File: config.mk
export PLATFORM = sky130hd
export DESIGN_NAME = reload_timer_ctrl
export DESIGN_NICKNAME = d
export VERILOG_FILES = /design/src/rtl/reload_timer_ctrl.sv
export SDC_FILE = /design/constraint.sdc
export NUM_CORES = 1
export LEC_CHECK = 0
export CAP_MARGIN = 20
export CORE_AREA = 2 2 57 59
export CTS_BUF_LIST = sky130_fd_sc_hd__clkbuf_4
export CTS_CLUSTER_DIAMETER = 60
export DETAILED_ROUTE_END_ITERATION = 10
export DIE_AREA = 0 0 59 61
export SYNTH_ARGS = -nofsm -noshare
export SYNTH_HDL_FRONTEND = slang
export SYNTH_SLANG_ARGS = --single-unit
File: constraint.sdc
create_clock -name clk_i -period 3.45 [get_ports clk_i]
set_clock_uncertainty 0.1 [all_clocks]
set_input_delay 0.5175 -clock clk_i [delete_from_list [all_inputs] [get_ports clk_i]]
set_output_delay 0.5175 -clock clk_i [all_outputs]
set_load 0.05 [all_outputs]
File: src/rtl/reload_timer_ctrl.sv
// rtl/reload_timer_ctrl.sv - start/stop timer control around an external loadable down-counter
module reload_timer_ctrl #(
    parameter int WORD_WIDTH = 8
) (
    input  logic                  clk_i,
    input  logic                  arst_ni,
    input  logic                  start_i,
    input  logic                  stop_i,
    input  logic                  mode_i,
    input  logic [WORD_WIDTH-1:0] period_i,
    input  logic                  irq_clr_i,
    output logic                  cnt_action_o,
    output logic [WORD_WIDTH-1:0] cnt_d_o,
    input  logic [WORD_WIDTH-1:0] cnt_q_i,
    input  logic                  cnt_zero_i,
    output logic                  busy_o,
    output logic                  tick_o,
    output logic                  irq_o,
    output logic                  overrun_o
);

    typedef enum logic {IDLE, RUN} state_t;

    state_t                state_q;
    logic [WORD_WIDTH-1:0] period_q;
    logic                  mode_q;
    logic                  tick_q;
    logic                  irq_q;
    logic                  overrun_q;
    logic                  expiry;

    assign expiry = (state_q == RUN) && cnt_zero_i;

    // The counter decrements whenever it is not loading, so "hold" means reloading its own value.
    always_comb begin
        cnt_action_o = 1'b1;
        cnt_d_o      = cnt_q_i;
        if (!arst_ni || stop_i) begin
            cnt_action_o = 1'b1;
            cnt_d_o      = cnt_q_i;
        end else if (start_i) begin
            cnt_d_o = period_i;
        end else if (state_q == RUN) begin
            if (!cnt_zero_i) begin
                cnt_action_o = 1'b0;
            end else if (mode_q) begin
                cnt_d_o = period_q;
            end
        end
    end

    always_ff @(posedge clk_i or negedge arst_ni) begin
        if (!arst_ni) begin
            state_q   <= IDLE;
            period_q  <= '0;
            mode_q    <= 1'b0;
            tick_q    <= 1'b0;
            irq_q     <= 1'b0;
            overrun_q <= 1'b0;
        end else begin
            tick_q <= expiry;

            // A new expiry wins over a clear arriving in the same cycle.
            if (expiry) begin
                irq_q <= 1'b1;
            end else if (irq_clr_i) begin
                irq_q <= 1'b0;
            end

            if (expiry && irq_q && !irq_clr_i) begin
                overrun_q <= 1'b1;
            end else if (irq_clr_i) begin
                overrun_q <= 1'b0;
            end

            if (stop_i) begin
                state_q <= IDLE;
            end else if (start_i) begin
                state_q  <= RUN;
                period_q <= period_i;
                mode_q   <= mode_i;
            end else if (expiry && !mode_q) begin
                state_q <= IDLE;
            end
        end
    end

    assign busy_o    = (state_q == RUN);
    assign tick_o    = tick_q;
    assign irq_o     = irq_q;
    assign overrun_o = overrun_q;

endmodule

; Word-level counts from Yosys, hierarchy flattened
; Index checks and enable logic that the tools add are counted.
[word_totals]
wordCells = 34
out_inout_bits = 13
inputBits = 23
ff_bits = 13
[classes]
muxes = 15
bitwise_logic = 1
reduce_logical = 12
[ops]
columns = op, n
row1 = 8-bit two-way mux, 5
row2 = 1-bit two-way mux, 10
row3 = 1-bit logical AND, 4
row4 = 2-bit nonzero test, 2
row5 = 1-bit logical NOT, 3
row6 = 3-bit nonzero test, 1
row7 = 2-bit AND reduction, 1
row8 = 1-bit logical OR, 1
row9 = 1-bit NOT, 1

; Depth between registers and ports, before layout
; Gate-level depths: netlist of run 1.
[depth]
ltp_word = 5
ltp_mapped = 5
depth_no_buf = 3

; Least setup slack after synthesis of run 1
; Ideal clock, no wire load.
[synth_path]
path_type = reg-to-output
startpoint = register state_q (netlist: busy_o)
endpoint = output cnt_d_o[6]
stages_incl_launch_ff = 4
setup_slack_ps = 961
path_buffers = 0
required_time_ps = 2832
arrival_time_ps = 1871
cell_sequence = dfrtp_1 a31oi_2 o21bai_1 a21boi_1
[synth_between]
elab_chain_cells = 3
[synth_rtl]
columns = item, line_no
row1 = from (decl), 24  ; state_t state_q;
row2 = from (signal assigned), 54  ; state_q <= IDLE;
row3 = from (signal assigned), 77  ; state_q <= IDLE;
row4 = from (signal assigned), 79  ; state_q <= RUN;
row5 = 8-bit two-way mux, 43  ; end else if (state_q == RUN) begin
row6 = 8-bit two-way mux, 41  ; end else if (start_i) begin
row7 = 8-bit two-way mux, 38  ; if (!arst_ni || stop_i) begin
row8 = to (decl), 13  ; output logic [WORD_WIDTH-1:0] cnt_d_o,
; No other way between the ends.

; Final worst setup path of run 1
[layout_path]
startpoint = input arst_ni
endpoint = output cnt_d_o[2]
[layout_between]
elab_chain_cells = 3
[layout_rtl]
columns = item, line_no
row1 = from (decl), 6  ; input logic arst_ni,
row2 = 1-bit logical NOT (no source line), --
row3 = 1-bit logical OR, 38
row4 = 8-bit two-way mux, 38
; No other way between the ends.

==> results of run 1 <==
==> worst max-delay path by stage <==
stage / to / slack (ns) / cells past startpoint
after global routing: cnt_d_o[2] / 0.26 / 5
after floorplan: cnt_d_o[6] / 0.96 / 3
final: cnt_d_o[2] / 0.44 / 5
after detailed placement: cnt_d_o[2] / 0.47 / 5
after CTS: cnt_d_o[2] / 0.45 / 5
after global placement: cnt_d_o[2] / 0.49 / 5
==> layout by cell type (no fill, tap or decap) <==
| cell type | instances |
|---|---|
| a21boi_1 | 1 |
| a21o_1 | 1 |
| a21oi_1 | 9 |
| a31oi_2 | 1 |
| and2_1 | 1 |
| and3_1 | 1 |
| and4b_1 | 7 |
| buf_12 | 8 |
| buf_4 | 2 |
| clkbuf_4 | 3 |
| clkdlybuf4s50_1 | 26 |
| clkinv_2 | 1 |
| dfrtp_1 | 13 |
| inv_1 | 1 |
| mux2_4 | 9 |
| mux2i_1 | 1 |
| nand2_1 | 7 |
| nand2b_1 | 2 |
| nand3_1 | 8 |
| nand4b_1 | 8 |
| nor2_1 | 3 |
| nor2b_1 | 1 |
| nor2b_4 | 1 |
| o21bai_1 | 1 |
==> layout make-up <==
| class | instances | area [um2] |
|---|---|---|
| Clock buffer | 3 | 22.5 |
| Clock inverter | 1 | 5.00 |
| Fill cell | 311 | 1630 |
| Inverter | 1 | 3.75 |
| Multi-Input combinational cell | 62 | 488 |
| Sequential cell | 13 | 325 |
| Tap cell | 33 | 41.3 |
| Timing Repair Buffer | 36 | 435 |
==> state kept, by name, indices dropped and copies added, names as in the netlist <==
register	count
busy_o	1
irq_o	1
mode_q	1
overrun_o	1
period_q	8
tick_o	1
==> kinds of logic (layout without fill, tap and decap cells) <==
logic type	after synthesis	count (layout)	share of synthesized area [%]
AND/OR/NAND/NOR	39	39	30.5
multiplexers	10	10	16.9
buffers and inverters	7	41	5.52
AO/OA/AOI/OAI	13	13	9.30
flip-flops	13	13	37.8
==> report_power, final <==
part | internal [W] | switching (W) | leakage (nW) | total (W)
sequential | 0.000171 | 0.0000133 | 0.158 | 0.000184
combinational | 0.0000968 | 0.0000883 | 0.407 | 0.000185
clock | 0.0000430 | 0.0000566 | 0.0177 | 0.0000996
==> per-stage QoR <==
stage	utilization, %	power, W
CTS	44.7	0.000472
global route	44.7	0.000493
floorplan	-	0.000285
global placement	43.8	0.000370
finish	44.7	0.000469
detailed placement	43.8	0.000373
==> worst min-delay path, delay by kind of cell (launching register included) <==
kind / cells / cell delay [ns]
and+or+nand+nor: 1 / 0.08
DFF: 1 / 0.35
AOI/OAI and AO/OA: 1 / 0.04
==> layer usage <==
layer	global-route usage (%)	share of wire, %	up-vias
met1	18.1	44	361
li1	-	-	372
met5	0	0	-
met3	2.77	4.1	0
met4	3.90	0	0
met2	24.4	52	16
==> impl_summary.md, run 1 <==
Outcome
The flow ran to the end, and the final reports show no timing, DRC or antenna violations.

Worst hold path
The endpoint with the worst hold slack is overrun_o. The number of cells on the worst hold path is 2. In this run the worst hold path is classified as reg -> reg. The start point of the worst hold path is overrun_o.

Yosys
The number of nets handed over by synthesis was 105. After synthesis, the mean cell area works out to 10.5 um2. Counting distinct cell types in the post-synthesis netlist gives 22.

The post-synthesis instance area is 861 um2. The share of Yosys cell area claimed by the top area cell type is 37.8%. The Yosys step of the flow raised 0 warnings.

The number of enable-type register cells in the synthesized netlist is 0. In the synthesized netlist the async set-or-reset flop fraction comes to 100%. dfrtp_1 is the most common cell in the netlist. Counting flops and latches in the post-synthesis netlist gives 13. The cell type with the highest aggregate area in the netlist is dfrtp_1. After synthesis, the most frequently instantiated cells are 13 x dfrtp_1, 9 x a21oi_1, 9 x mux2_4. Among all flip-flop cells after synthesis, the most frequent one is dfrtp_1.

The count of mapped cells out of synthesis is 82. The share of the Yosys chip area taken by registers is 37.8%. Ranked by total cell area, the synthesized netlist is headed by dfrtp_1 38%, mux2_4 16%, and4b_1 8.1%.

Clocking
The quantity of hold-fixing buffers added after cts is 0. CTS built an H-tree with a depth of 1. The clock tree from TritonCTS is done. The insertion delay to the later sink of the worst-skew pair is 0.28 ns. The post-cts sizing count is 0. The number of buffers created by CTS is 3. The deepest clock path buffer count is 2. CTS saw 13 sinks. The cell sitting at the root of the clock tree is a clkbuf_4.

The clock-pin slew on the worst setup and hold paths is 0.09 ns. After clock tree synthesis, the setup repair step added 0 buffers.

Critical path
The path type of the worst setup path is in -> out. Along the worst path, the maximum fanout reaches 13. The launching element of the worst setup path is arst_ni.

STA classifies the critical path endpoint as an output pin. The required arrival time at the worst endpoint is 2.83 ns. The worst register-to-register path begins at busy_o.

The data arrival at the endpoint of the critical path is 2.40 ns. The signal on the critical path passes through clkdlybuf4s50_1, nor2b_1, nand4b_1, nand3_1, buf_12. The endpoint of the worst register-to-register path is overrun_o.

The depth of the most critical reg-to-reg path is 3. The kind of cell adding the most delay to the critical path is simple AND/OR/NAND/NOR gates. The highest-delay cell along the critical path is clkdlybuf4s50_1. The critical path's largest stage delay is 0.74 ns. The worst setup slack for register-to-register paths is 2.37 ns. The critical path contains buffers and inverters numbering 2 combined.

The worst setup path is launched from an input port.

Global route
The pin count of the biggest net entering global routing is 20. The global-route usage over all layers is 14.2%. The first global-routing pass estimated 3860 um of wire. The number of global-route vias before repair was 806.

The total congestion overflow is 0. The number of antenna violations at the first check in global routing is 0.

Placed design
In this run, placement finished with an instance count of 145. After detailed placement, the total cell area comes to 1290 um2. During placement, the flow inserted port buffers numbering 35. The last weighted congestion value of the routability-driven placer is 0.777.

The placed wire-length estimate is 1690 um. Timing analysis after detailed placement gives a worst setup slack of 0.474 ns.

Timing
The final hold violation count was 0. The final-layout setup total negative slack is 0 ns. The worst pin sits at a relative slew slack of 55.1%.

For the pin with the worst max-slew slack, the measured transition is 0.672 ns. The time the worst path needs with I/O delays and setup is 3.01 ns. The ratio of final minimum period to clock period is 87.4%.

The max-slew violation count is 0. The maximum clock frequency is 332 MHz. Once routing completed, OpenROAD measured the worst setup slack at 0.436 ns. The final setup violation count is 0.

Setup repair after global routing left no endpoint under its margin. Final hold analysis gives a worst-case slack of 0.407 ns.

Final layout
The layout overhead on the synthesized area is 53.5%. The post-layout net count is 140. The post-layout instance area is 1320 um2.

0 antenna diodes ended up in the layout. In the final layout, the share of cells above drive strength 1 is 21.6%. The count of non-filler cells in the finished layout is 149.

Power and ir drop
VDD sags by at most 127 uV. For this design the ratio of total power to cell area is 355 nW/um2. Summed over all cells, the static leakage comes to 0.583 nW.

Die
The region available for standard cell placement spans 2950 um2. The total I/O pin count is 36. The row count is 20. The die span in y is 61 um. The die span in x is 59 um. The die covers 3600 um2. For this configuration, the core starts out at a cell density of 29.2%.

Route
The routed wire length is 2320 um. The detailed router finished its first iteration with 8 violations. Across all layers, the routed design uses 749 vias. The routed wire length per instance is 15.6 um.

The pre-antenna-repair detailed-routing pass consisted of 4 iterations. The detail route stage leaves a number of antenna-violating nets equal to 0. The number of vias per cell is 5.03.

The DRC violations left is 0.

Job
Max-cap violations in this run came to 0.
(Power assumes the default switching activity.)
==> inputs of run 2 (changes only) <==
ABC_AREA = 1   (was unset)
CORE_AREA = 2 2 56 58   (was 2 2 57 59)
DIE_AREA = 0 0 58 60   (was 0 0 59 61)
clock period = 2.4 ns   (was 3.45 ns; I/O delays follow)
==> run 2 against run 1 <==
Against the previous run:
- flip-flop and latch count is the same
- final cell count up 26%
- critical path type is now reg -> out
- via count increased by 20%
- largest cell class is now non-clock buffers
==> impl_summary.md, run 2 <==
Outcome
The flow ran to the end, and the final reports show no timing, DRC or antenna violations.

Critical path
Grouping stages by cell kind, the critical path spends the most delay in buffers and inverters. For this run, the slowest stage of the critical path takes 0.89 ns. The required arrival time at the worst endpoint is 1.94 ns. For this design, the slowest cell found on the critical path is clkdlybuf4s50_1. The endpoint identified for the worst register-to-register timing path is overrun_o. The largest fanout on the critical path is 13. The kind of start point of the critical path is a flip-flop. Data on the critical path arrives at its endpoint at 1.79 ns. Walking the worst path, the cells encountered are clkdlybuf4s50_1. The worst setup slack for register-to-register paths is 1.23 ns. In this run the critical register-to-register path is launched from busy_o.

The launching element of the worst setup path is busy_o. The number of buffers and inverters on the critical path is 1. The worst register-to-register path has a depth of 4. STA classifies the critical path endpoint as an output pin. The critical path is of the reg -> out type.

Worst hold path
In this run the most critical hold path is launched from period_q[4]. Counting instances, the worst hold path has a depth of 2. The class of the tightest hold or removal check is reg -> reg. The endpoint with the worst hold slack is period_q[4].

Yosys
Synthesis produced 119 cells. The commonest cells after synthesis are 44 x nand2_1, 13 x dfrtp_1, 12 x inv_1. The number of enable-type register cells in the synthesized netlist is 0. After synthesis, the largest area contributor takes up 39.3% of total cell area. The share of synthesized flip-flops with an asynchronous set or reset is 100%.

Synthesis inferred 13 register bits. Summing the sequential cell areas from Yosys gives 39.3% of the chip area. The most repeated cell in the gate-level netlist after synthesis is nand2_1. The synthesized netlist contains 17 unique library cells.

The total nets after synthesis is 142. After synthesis the cells add up to 828 um2. The synthesized design spends more area on one cell type than any other, namely dfrtp_1. The most used flip-flop cell after synthesis is dfrtp_1. Averaged over all synthesized cells, the footprint is 6.96 um2. Sorting the synthesized cells by area gives the leading types as dfrtp_1 39%, nand2_1 20%, nand3_1 6.0%.

During synthesis, Yosys emitted a total of 0 warnings.

Clocking
After clock tree synthesis, the flow added hold-fix buffers numbering 0. The tree is rooted in a clkbuf_4. After clock tree synthesis, the repair step resized 0 gates. The total clock sinks is 13. At the later pin of the worst-skew pair, clock insertion delay measures 0.28 ns. Clock-pin slew was measured on the worst setup and hold paths at 0.07 ns.

The level count of the clock H-tree is 1. The clock tree from TritonCTS is done. Buffers added to address setup during post-CTS repair amount to 0. Clock tree synthesis inserted a total of 3 buffers.

No sink is reached through more buffers than the 2 on the longest clock path.

Final layout
The top cell types in the final layout, fill and taps aside, are 44 x nand2_1, 26 x clkdlybuf4s50_1, 13 x dfrtp_1, 12 x inv_1, 10 x nand3_1. The top register by number of flip-flops is period_q. In the final layout, the share of cells above drive strength 1 is 14.2%. The register with the most flip-flops in the layout has 8 of them. At the end of the flow, the number of nets in the layout was 179. The library cell used most frequently in the layout, excluding fill and tap cells, is nand2_1.

The layout has 304 filler cells. The layout overhead on the synthesized area is 58.5%. The finished cells cover 1310 um2. The number of diodes is 0.

Route
The number of vias per cell is 4.79. In this run, the number of DRC markers left after iteration 0 of detailed routing was 23. In this run the remaining antenna-violating nets after routing total 0. The vias after detailed routing is 901. After detailed routing, the number of remaining DRC violations is 0. The routed wire length per instance is 11.7 um.

Summed over all layers, the routed wires come to 2210 um. The first detailed-routing pass ran for 4 iterations.

Die
The total I/O pin count is 36. For this configuration, the core starts out at a cell density of 28.5%. In this run the vertical extent of the chip is 60 um. In this run the horizontal extent of the chip is 58 um. In this run the core area contains 20 standard-cell rows. The floorplan step defined a die boundary enclosing 3480 um2. The floorplan step defined a core boundary enclosing 2900 um2.

Timing
Based on the critical path, the design can be clocked at up to 445 MHz. The max-slew violation count was 0. For the pin with the worst max-slew slack, the measured transition is 0.499 ns.

The worst path needs 2.25 ns of the cycle, external delays included. The final-layout setup total negative slack is 0 ns. After layout, the worst path uses 93.6% of the clock period.

The final hold violation count is 0. Setup repair after global routing left no endpoint under its margin. The final setup violation count is 0. The relative slew slack is 66.6%.

Global route
The total congestion overflow is 0. For this run, global-route usage on met2 was measured as 22.7%. met2 is the most crowded layer. The met1 demand-to-capacity share in global routing is 18.5%. The global-route usage over all layers is 14.2%. The number of global-route vias before repair is 863.

Entering global routing, the biggest net connects 19 pins. The wire length of the first global-routing pass is 3810 um. The number of antenna violations at the first check in global routing was 0.

In the global route stage, met3 resource usage came out at 3.25%.

Placed design
The post-place instance area is 1280 um2. During placement, the flow inserted port buffers numbering 35. At the end of routability-driven placement, the weighted congestion stood at 0.761. The placed wire-length estimate is 1650 um.

Power and ir drop
The worst-case IR drop observed on VDD is 272 uV. The total power per unit cell area is 507 nW/um2. In this run the static leakage power is 0.643 nW.

Job
The max-capacitance violation count is 0.
[run 2: where the power goes]
part           switching (W)  internal [W]
Combinational       0.000134      0.000114
Sequential         0.0000250      0.000243
Clock              0.0000744     0.0000758
[run 2: stage by stage]
| step | hold slack (ns) | std cells | total power, W | worst slack, ns | util [%] |
|---|---|---|---|---|---|
| 2_1_floorplan | -0.0356 | 119 | 0.000398 | 0.507 | - |
| 3_3_place_gp | 0.373 | 184 | 0.000517 | 0.357 | 44.2 |
| 3_5_place_dp | 0.380 | 184 | 0.000520 | 0.373 | 44.2 |
| 4_1_cts | 0.400 | 188 | 0.000668 | 0.165 | 45.2 |
| 5_1_grt | 0.424 | 188 | 0.000703 | 0.0760 | 45.2 |
| 6_report | 0.401 | 188 | 0.000665 | 0.154 | 45.2 |
[run 2: final cells by class]
cell class,instances,area (um2),share of cell area (%)
Multi-Input combinational cell,86,400,30.5
Timing Repair Buffer,38,463,35.3
Tap cell,33,41.3,3.15
Sequential cell,13,325,24.8
Clock buffer,4,30.0,2.29
Inverter,14,52.6,4.00
[run 2: cells by family after synthesis]
logic type | after synthesis | synth area share (%)
AND/OR/NAND/NOR | 66 | 35.8
AO/OA/AOI/OAI | 20 | 12.5
buffers and inverters | 20 | 12.4
flip-flops | 13 | 39.3
[run 2: metal layers]
layer  share of wire [%]  wire length [um]
met1                  44               971
met2                  50              1110
met3                 5.2               114
met4                0.45                10
met5                   0                 0
[run 2: worst max path at each step]
stage                       to  depth (start not counted)  slack [ns]
floorplan           cnt_d_o[5]                          5        0.51
global placement    cnt_d_o[7]                          6        0.36
detailed placement  cnt_d_o[7]                          6        0.37
CTS                     busy_o                          1        0.17
global route            busy_o                          1        0.08
finish                  busy_o                          1        0.15
[run 2: worst register-to-register path: cells and delay by family, from the launching register on]
kind                   cells  cell delay, ns
flip-flops                 1            0.62
AND/OR/NAND/NOR            2            0.17
AO/OA/AOI/OAI              1            0.12
buffers and inverters      1            0.08
